--- src/rtl/logic_unit_pipe.sv ---
// rtl/logic_unit_pipe.sv - two-stage pipelined bitwise logic unit with result flags.
// Optional accumulator chaining is enabled by defining LU_ACCUM_EN.
module logic_unit_pipe #(
    parameter int WIDTH = 32
) (
    input  logic             clk,
    input  logic             rst,
    input  logic             in_valid,
    output logic             in_ready,
    input  logic [WIDTH-1:0] a,
    input  logic [WIDTH-1:0] b,
    input  logic [2:0]       op,
    input  logic             chain,
    output logic             out_valid,
    input  logic             out_ready,
    output logic [WIDTH-1:0] y,
    output logic             zero,
    output logic             ones,
    output logic             parity
);

    logic             s1_valid_q;
    logic [WIDTH-1:0] s1_r_q;
    logic             s2_valid_q;
    logic [WIDTH-1:0] y_q;
    logic             zero_q;
    logic             ones_q;
    logic             parity_q;

    logic [WIDTH-1:0] b_eff;
    logic [WIDTH-1:0] r_d;
    logic             s2_take;
    logic             s1_load;

`ifdef LU_ACCUM_EN
    logic [WIDTH-1:0] acc_q;
    assign b_eff = chain ? acc_q : b;
`else
    logic unused_chain;
    assign unused_chain = chain;
    assign b_eff        = b;
`endif

    always_comb begin
        r_d = '0;
        case (op)
            3'd0:    r_d = a & b_eff;
            3'd1:    r_d = a | b_eff;
            3'd2:    r_d = a ^ b_eff;
            3'd3:    r_d = ~(a & b_eff);
            3'd4:    r_d = ~(a | b_eff);
            3'd5:    r_d = ~(a ^ b_eff);
            3'd6:    r_d = a & ~b_eff;
            default: r_d = a;
        endcase
    end

    // in_ready looks through to out_ready so a full pipe still streams at one per cycle
    assign s2_take  = s1_valid_q && (!s2_valid_q || out_ready);
    assign in_ready = !s1_valid_q || s2_take;
    assign s1_load  = in_valid && in_ready;

    always_ff @(posedge clk or posedge rst) begin
        if (rst) begin
            s1_valid_q <= 1'b0;
            s1_r_q     <= '0;
        end else if (s1_load) begin
            s1_valid_q <= 1'b1;
            s1_r_q     <= r_d;
        end else if (s2_take) begin
            s1_valid_q <= 1'b0;
        end
    end

`ifdef LU_ACCUM_EN
    always_ff @(posedge clk or posedge rst) begin
        if (rst) begin
            acc_q <= '0;
        end else if (s1_load) begin
            acc_q <= r_d;
        end
    end
`endif

    always_ff @(posedge clk or posedge rst) begin
        if (rst) begin
            s2_valid_q <= 1'b0;
            y_q        <= '0;
            zero_q     <= 1'b0;
            ones_q     <= 1'b0;
            parity_q   <= 1'b0;
        end else if (s2_take) begin
            s2_valid_q <= 1'b1;
            y_q        <= s1_r_q;
            zero_q     <= ~|s1_r_q;
            ones_q     <= &s1_r_q;
            parity_q   <= ^s1_r_q;
        end else if (out_ready) begin
            // drained with nothing behind it: data and flags keep their last value
            s2_valid_q <= 1'b0;
        end
    end

    assign out_valid = s2_valid_q;
    assign y         = y_q;
    assign zero      = zero_q;
    assign ones      = ones_q;
    assign parity    = parity_q;

endmodule

--- config.mk ---
export PLATFORM = sky130hd
export DESIGN_NAME = logic_unit_pipe
export DESIGN_NICKNAME = d
export VERILOG_FILES = /design/src/rtl/logic_unit_pipe.sv
export SDC_FILE = /design/constraint.sdc
export NUM_CORES = 1
export LEC_CHECK = 0
export CORE_MARGIN = 4
export CORE_UTILIZATION = 40
export DETAILED_ROUTE_END_ITERATION = 8
export PLACE_DENSITY_LB_ADDON = 0.08
export SYNTH_ARGS = -nofsm -noshare
export SYNTH_HDL_FRONTEND = slang
export SYNTH_SLANG_ARGS = --single-unit
--- constraint.sdc ---
create_clock -name clk -period 3.9 [get_ports clk]
set_input_delay 0.585 -clock clk [delete_from_list [all_inputs] [get_ports clk]]
set_output_delay 0.585 -clock clk [all_outputs]
set_load 0.03 [all_outputs]
---- Yosys cells after proc, flatten, opt, wreduce, memory -nomap -nowiden ----
Cells that the tools add are included.
word-level totals
  register bits after elaboration ......... 69
  input bits .............................. 72
  output and inout bits ................... 37
  word-level logic and storage cells ...... 39
operators by class
  eq/ne operators ......................... 6
  multiplexer cells ....................... 5
  bitwise operators ....................... 8
  reductions and logical operators ........ 13
operators with widths
  operator                                             count
  one-hot mux 32 bit (7 select lines)                  1
  inverter 32 bit                                      4
  bitwise AND 32 bit                                   2
  bitwise OR 32 bit                                    1
  AND reduction 32 bit                                 1
  OR reduction 32 bit                                  1
  parity 32 bit                                        1
  XOR 32 bit                                           1
  equality test 3 bit, second input constant           3
  equality test 3 x 2 -> 1 bit, second input constant  2
  2-to-1 mux 1 bit                                     4
  nonzero test 2 bit                                   2
  equality test 3 x 1 -> 1 bit, second input constant  1
  logical NOT 1 bit                                    3
  logical NOT 3 bit                                    1
  logical AND 1 bit                                    2
  logical OR 1 bit                                     2

---- Logic depth before layout (Yosys ltp) ----
Gate-level depths: netlist of run 1.
  depth in word-level cells ............... 6
  gate-level depth with buffers ........... 8
  gate-level depth less buffers ........... 7

---- Worst setup path before layout of run 1 ----
OpenSTA, ideal clock, no wires.
  path type ............................... input port to flip-flop
  start ................................... in out_ready
  end ..................................... reg s1_r_q[9]
  setup time .............................. 0.136 ns
  arrival time ............................ 1.670 ns
  data required time ...................... 3.764 ns
  slack ................................... 2.093 ns
  cell stages on the path ................. 4
  path buffers ............................ 1
  cells stage by stage .................... nand3b_1 nand2_1 clkbuf_1 o21ai_0
on the way
  word-level cells in the longest chain between the ends .. 4
RTL lines
  item                  line  text
  start, declared       15    input logic out_ready,
  logical OR 1 bit      59    assign s2_take = s1_valid_q && (!s2_valid_q || out_ready);
  logical AND 1 bit     59
  logical OR 1 bit      60    assign in_ready = !s1_valid_q || s2_take;
  logical AND 1 bit     61    assign s1_load = in_valid && in_ready;
  end signal, assigned  69    s1_r_q <= r_d;
  end, declared         23    logic [WIDTH-1:0] s1_r_q;
No other way between the ends.
A chain may end at the register's enable or synchronous reset.

---- Worst setup path after layout of run 1 ----
  start ................................... in op[2]
  end ..................................... reg s1_r_q[13]
on the way
  word-level cells in the longest chain between the ends .. 2
  elaborated cells between the ends (all ways) .. 8
  those cells by class .................... eq/ne: 6; mux: 1; reduce/logical: 1
RTL lines
  item                                               line  text
  start, declared                                    12    input logic [2:0] op,
  equality test 3 bit, or another cell as far along  46    case (op)
  one-hot mux 32 bit (7 select lines) (*)            46
Every way passes the cells marked *; elsewhere a longest branch is shown, timed or not.

==> results of run 1 <==
power by group through the flow:
stage	Clock [W]	Combinational [W]	Sequential [W]
2_1_floorplan	0	0.000729	0.00111
3_3_place_gp	0	0.00127	0.000977
3_5_place_dp	0	0.00132	0.000984
4_1_cts	0.000893	0.00132	0.000971
5_1_grt	0.000920	0.00144	0.000993
6_report	0.000871	0.00131	0.000968
registers in the layout, indices dropped and copies added (netlist names):
name        flops
ones            1
out_valid       1
zero            1
s1_r_q         32
s1_valid_q      1
parity          1
y              32
path summary, 6_finish.rpt:
path,start,endpoint,slack [ns]
hold / removal,y[14],y[14],0.48
max in group asynchronous,rst,y[19],2.67
min in group asynchronous,rst,s1_r_q[3],0.54
hold reg to reg,y[14],y[14],0.48
setup / recovery,op[2],s1_r_q[13],1.39
setup reg to reg,s1_r_q[31],parity,2.12
area by class of cell:
class	count	area share (%)
clock buffer	10	2.79
inverter	98	4.48
sequential	69	21.0
clock inverter	6	1.07
timing repair buffer	117	13.9
multi-input combinational	579	53.4
tap	220	3.35
metal layers:
layer  vias to the layer above  share of wire, %  wire, um
met2                       180                47      8420
li1                       2915                 -         -
met5                         -                 0         0
met4                         0               1.8       331
met1                      2831                46      8380
met3                        28               5.0       908
per-stage QoR:
step	total power (W)	area, um2	hold WS, ns	instances	utilization, %
after detailed placement	0.00230	7900	0.472	1083	47.6
after global routing	0.00335	8210	0.509	1099	49.5
after CTS	0.00319	8210	0.485	1099	49.5
after floorplan	0.00184	6780	0.457	800	-
after global placement	0.00225	7900	0.463	1083	47.6
final	0.00315	8210	0.476	1099	49.5
cells in the final DEF, fill, tap and decap left out, drive strengths merged:
cell and instances:
ha 128, clkdlybuf4s50 104, inv 98, nand2 83, dfrtp 69, a21oi 64
nor2 59, o21ai 54, mux2 32, a22oi 32, o22ai 19, mux2i 18
a221oi 18, nand3b 15, a311oi 14, o31ai 13, xnor2 13, buf 13
clkbuf 10, nand4 8, clkinv 4, nand2b 3, xor2 2, or4 2
bufinv 2, nor2b 1, nand3 1
worst register-to-register path, cell delays in order (launching register included):
cell,delay [ns]
dfrtp_1,0.43
inv_1,0.11
ha_1,0.29
xnor2_1,0.26
xnor2_1,0.17
xnor2_1,0.15
xnor2_1,0.13
o21ai_0,0.08
logic make-up (layout without fill, tap and decap cells):
kind of cell | after synthesis | count (layout) | share of synthesized area (%)
AOI/OAI and AO/OA | 214 | 214 | 19.8
buffers and inverters | 152 | 231 | 9.93
and+or+nand+nor | 172 | 172 | 11.3
adders and majority gates | 128 | 128 | 23.6
DFF | 69 | 69 | 25.5
muxes | 50 | 50 | 7.97
xor gates and xnor gates | 15 | 15 | 1.94
==> impl_metrics.json, run 1 <==
{
  "wl_um": 18000,
  "power.leakage_nw": 3.92,
  "drcViolationCount": 0,
  "rsz0062_at_grt": "false",
  "worstPathArrival_ns": 2.71,
  "vdd_drop_max_mv": 0.203,
  "combPwrFrac_pct": 41.5,
  "holdPathStages": 2,
  "ys_ff_latch": 69,
  "synth_cell_types": 30,
  "path_cells": "buf_2 -> buf_4 -> nor2b_4 -> buf_4 -> a221oi_1 -> o22ai_1 -> o21ai_1",
  "finClkSkew_ns": 0.00839,
  "post-dp-hpwl_um": 13200,
  "maxCapViolations": 0,
  "ff_latch_area_um2": 1730,
  "cp.depth": 7,
  "syn-num-nets": 1000,
  "path_clk_slew_ns": 0.06,
  "drv_slew": 0,
  "cpPeakStageDelay_ns": 0.59,
  "synth_top_area_cell": "dfrtp_1",
  "num_rows": 47,
  "switchingPower_w": 0.00114,
  "cts_tree": "built",
  "outcome": "complete, no violations",
  "synth_top_area_share_pct": 25.5,
  "path_delay_family": "buffers and inverters",
  "netlist_instances": 800,
  "critPathSlowestCell": "buf_4",
  "cts_root_buf": "clkbuf_16",
  "io_buffers": 107,
  "timing.final.ws_setup_ns": 1.39,
  "worst_pin_slew_ns": 1.20,
  "cp-start-kind": "primary input",
  "place_ws_ns": 1.07,
  "endpoint_kind": "flop",
  "power_density_nw_per_um2": 383,
  "criticalPathCategory": "in2reg",
  "avgSynthCellArea_um2": 8.47,
  "grt.overflow.total": 0,
  "clk_latency_ns": 0.34,
  "synthTopCellsByArea": "dfrtp_1 (25%), ha_1 (24%), inv_1 (5.4%)",
  "ant_nets": 0,
  "grt_use_met2_pct": 30.7,
  "gp_congestion": 0.755,
  "fp.dieH_um": 138,
  "antenna_found_initial": 0,
  "power_frac_clock_pct": 27.7,
  "ys.flop_type": "dfrtp_1",
  "max-slew-margin-rel_pct": 19.8,
  "avgRoutedWirePerCell_um": 16.4,
  "diodes": 0,
  "coreArea_um2": 16600,
  "period_share_pct": 64.2,
  "cp_common_cell": "buf_4",
  "setup_violations": 0,
  "cts_inserted_buffers": 9,
  "top_usage_layer": "met2",
  "swShare_pct": 36.2,
  "fmax_ghz": 0.399,
  "sequentialPowerShare_pct": 30.8,
  "grt_use_met1_pct": 24.0,
  "clk_path_buf_depth": 2,
  "finalHoldViolCount": 0,
  "drtIter0Drc": 254,
  "areaGrowthSynthToFinish_pct": 21.2,
  "cp.buffers_inverters": 3,
  "num_vias": 5954,
  "setup_tns_ns": 0,
  "fin_nets": 1074,
  "grt_pass1_vias": 6093,
  "postCtsSetupRepairBufs": 0,
  "cp.required_ns": 4.10,
  "cts.repair.resized": 0,
  "dieWidth_um": 138,
  "ys_seq_area_share_pct": 25.5,
  "hold_path.class": "reg2reg",
  "grt_pass1_wl_um": 29300,
  "cts_sinks": 69,
  "rr_worst_depth": 7,
  "grt_use_met3_pct": 2.94,
  "dieArea_um2": 19100,
  "synth_edf_count": 0,
  "drive_gt1_share_pct": 7.74,
  "multi_input_area_um2": 4380,
  "async_flop_share_pct": 100,
  "viasPerCell": 5.42,
  "grt_start_max_net_pins": 71,
  "period_needed_ns": 2.51,
  "ctsHoldBuffers": 0,
  "htree_num_levels": 3,
  "synth.most_common_cell": "ha_1",
  "synthesis.area_um2": 6780,
  "cp_max_fo": 62,
  "detail_route.first_pass.iterations": 5,
  "n_fill_cell": 1586,
  "grt_use_total_pct": 18.3,
  "internal_power_w": 0.00201,
  "synth_common_cells": "ha_1 (128), inv_1 (97), nand2_1 (83)",
  "pin_count": 109,
  "ys.warnings.count": 0,
  "start_util_pct": 40.9
}
Power figures use the tool's default switching activity.
==> inputs of run 2 (changes only) <==
==> constraint.sdc (replaced) <==
create_clock -name clk -period 2.3 [get_ports clk]
set_input_delay 0.345 -clock clk [delete_from_list [all_inputs] [get_ports clk]]
set_output_delay 0.345 -clock clk [all_outputs]
set_load 0.03 [all_outputs]
==> run 2 against run 1 <==
Against the previous run: die area stayed put; sequential share of layout area is 0.37 points lower; worst hold slack worse by 0.084 ns; worst setup slack worse by 1.1 ns; count of clock-buffer cells in the layout is 2 higher; register-to-register slack worse by 1.6 ns; total power is 68% higher; routed wire length is 0.49% lower; sequential power is 68% higher; global-route usage is 0.13 points higher; first-iteration DRC count is 9.8% higher; clock power is 58% higher.
==> impl_metrics.json, run 2 (synthesis gave the netlist of run 1 again) <==
{
  "start_util_pct": 40.9,
  "clk_latency_ns": 0.34,
  "ctsHoldBuffers": 0,
  "critPathSlowestCell": "clkdlybuf4s50_1",
  "max-slew-margin-rel_pct": 68.2,
  "cp.depth": 3,
  "endpoint_kind": "output pin",
  "n_fill_cell": 1590,
  "grt_start_max_net_pins": 70,
  "grt.overflow.total": 0,
  "fin_nets": 1083,
  "dieWidth_um": 138,
  "ff_latch_area_um2": 1730,
  "ant_nets": 0,
  "multi_input_area_um2": 4380,
  "gp_congestion": 0.828,
  "clk_path_buf_depth": 2,
  "cts_inserted_buffers": 9,
  "fin_area_um2": 8360,
  "vdd_drop_max_mv": 0.375,
  "fp.dieH_um": 138,
  "wl_um": 17900,
  "viasPerCell": 5.31,
  "path_clk_slew_ns": 0.06,
  "path_cells": "clkdlybuf4s50_1 -> nand3b_1 -> clkdlybuf4s50_1",
  "grt_use_total_pct": 18.5,
  "antenna_found_initial": 0,
  "num_rows": 47,
  "power_density_nw_per_um2": 631,
  "most-common-layout-cells": "ha_1 (128), clkdlybuf4s50_1 (104), inv_1 (96), nand2_1 (81), dfrtp_1 (69)",
  "postCtsSetupRepairBufs": 0,
  "setup_violations": 0,
  "cp.required_ns": 1.96,
  "cp_max_fo": 3,
  "path_delay_family": "buffers and inverters",
  "period_share_pct": 88.0,
  "post-dp-hpwl_um": 13400,
  "rr_worst_depth": 7,
  "htree_num_levels": 3,
  "cpPeakStageDelay_ns": 0.70,
  "io_buffers": 107,
  "worst_pin_slew_ns": 0.475,
  "maxCapViolations": 0,
  "drive_gt1_share_pct": 8.56,
  "diodes": 0,
  "dieArea_um2": 19100,
  "fmax_ghz": 0.494,
  "grt_pass1_wl_um": 29300,
  "criticalPathCategory": "in2out",
  "areaGrowthSynthToFinish_pct": 23.3,
  "drtIter0Drc": 279,
  "cp-start-kind": "primary input",
  "setup_tns_ns": 0,
  "hold_path.class": "in2async",
  "final_common_cell": "ha_1",
  "worstPathArrival_ns": 1.68,
  "cts_sinks": 69,
  "drv_slew": 0,
  "coreArea_um2": 16600,
  "instances_no_fill": 1108,
  "cp.buffers_inverters": 2,
  "cp_common_cell": "clkdlybuf4s50_1",
  "cts_root_buf": "clkbuf_16",
  "finalPower_w": 0.00528,
  "drcViolationCount": 0,
  "detail_route.first_pass.iterations": 4,
  "placed_area_um2": 8060,
  "pin_count": 109,
  "finalHoldViolCount": 0,
  "final_util_pct": 50.4,
  "num_vias": 5888,
  "outcome": "complete, no violations",
  "grt_pass1_vias": 5972,
  "placed_cells": 1092,
  "period_needed_ns": 2.02,
  "power.leakage_nw": 3.99,
  "avgRoutedWirePerCell_um": 16.2,
  "finClkSkew_ns": 0.0107,
  "cts_tree": "built",
  "cts.repair.resized": 0,
  "rsz0062_at_grt": "false"
}
run 2: worst register-to-register path, delay by kind of cell, from the launching register on:
kind	cells	cell delay, ns
xor+xnor	4	0.68
flops	1	0.43
fa+ha+maj	1	0.34
buf+inv	1	0.09
compound gates	1	0.09
run 2: per-stage QoR:
stage	worst slack (ns)	hold WS [ns]
floorplan	0.215	0.453
global placement	0.0971	0.462
detailed placement	0.0414	0.472
CTS	0.269	0.428
global route	0.236	0.484
finish	0.277	0.392
run 2: cell type report:
cell class              instances  share of cell area (%)
repair buffers                126                    15.7
clock inverters                 4                   0.569
well taps                     220                    3.29
inverters                      98                    4.40
flip-flops and latches         69                    20.7
multi-input cells             579                    52.4
clock buffers                  12                    2.95
run 2: final timing paths:
path / from / to / slack, ns
max in group asynchronous: rst / s1_r_q[16] / 1.58
hold reg to reg: y[24] / y[24] / 0.47
hold / removal: rst / s1_r_q[3] / 0.39
setup / recovery: out_ready / in_ready / 0.28
min in group clk: y[24] / y[24] / 0.47
setup reg to reg: s1_r_q[20] / parity / 0.55
run 2: power by group:
part	internal (W)	switching [W]
logic	0.00103	0.00122
registers	0.00145	0.000180
clock network	0.000866	0.000519
total	0.00335	0.00192
run 2: metal layers:
layer  global-route usage (%)  vias to the layer above  wire (um)
met1                     25.6                     2770       8630
met2                     29.9                      157       8310
li1                         -                     2935          -
met5                        0                        -          0
met4                     6.14                        0        330
met3                     2.31                       26        678
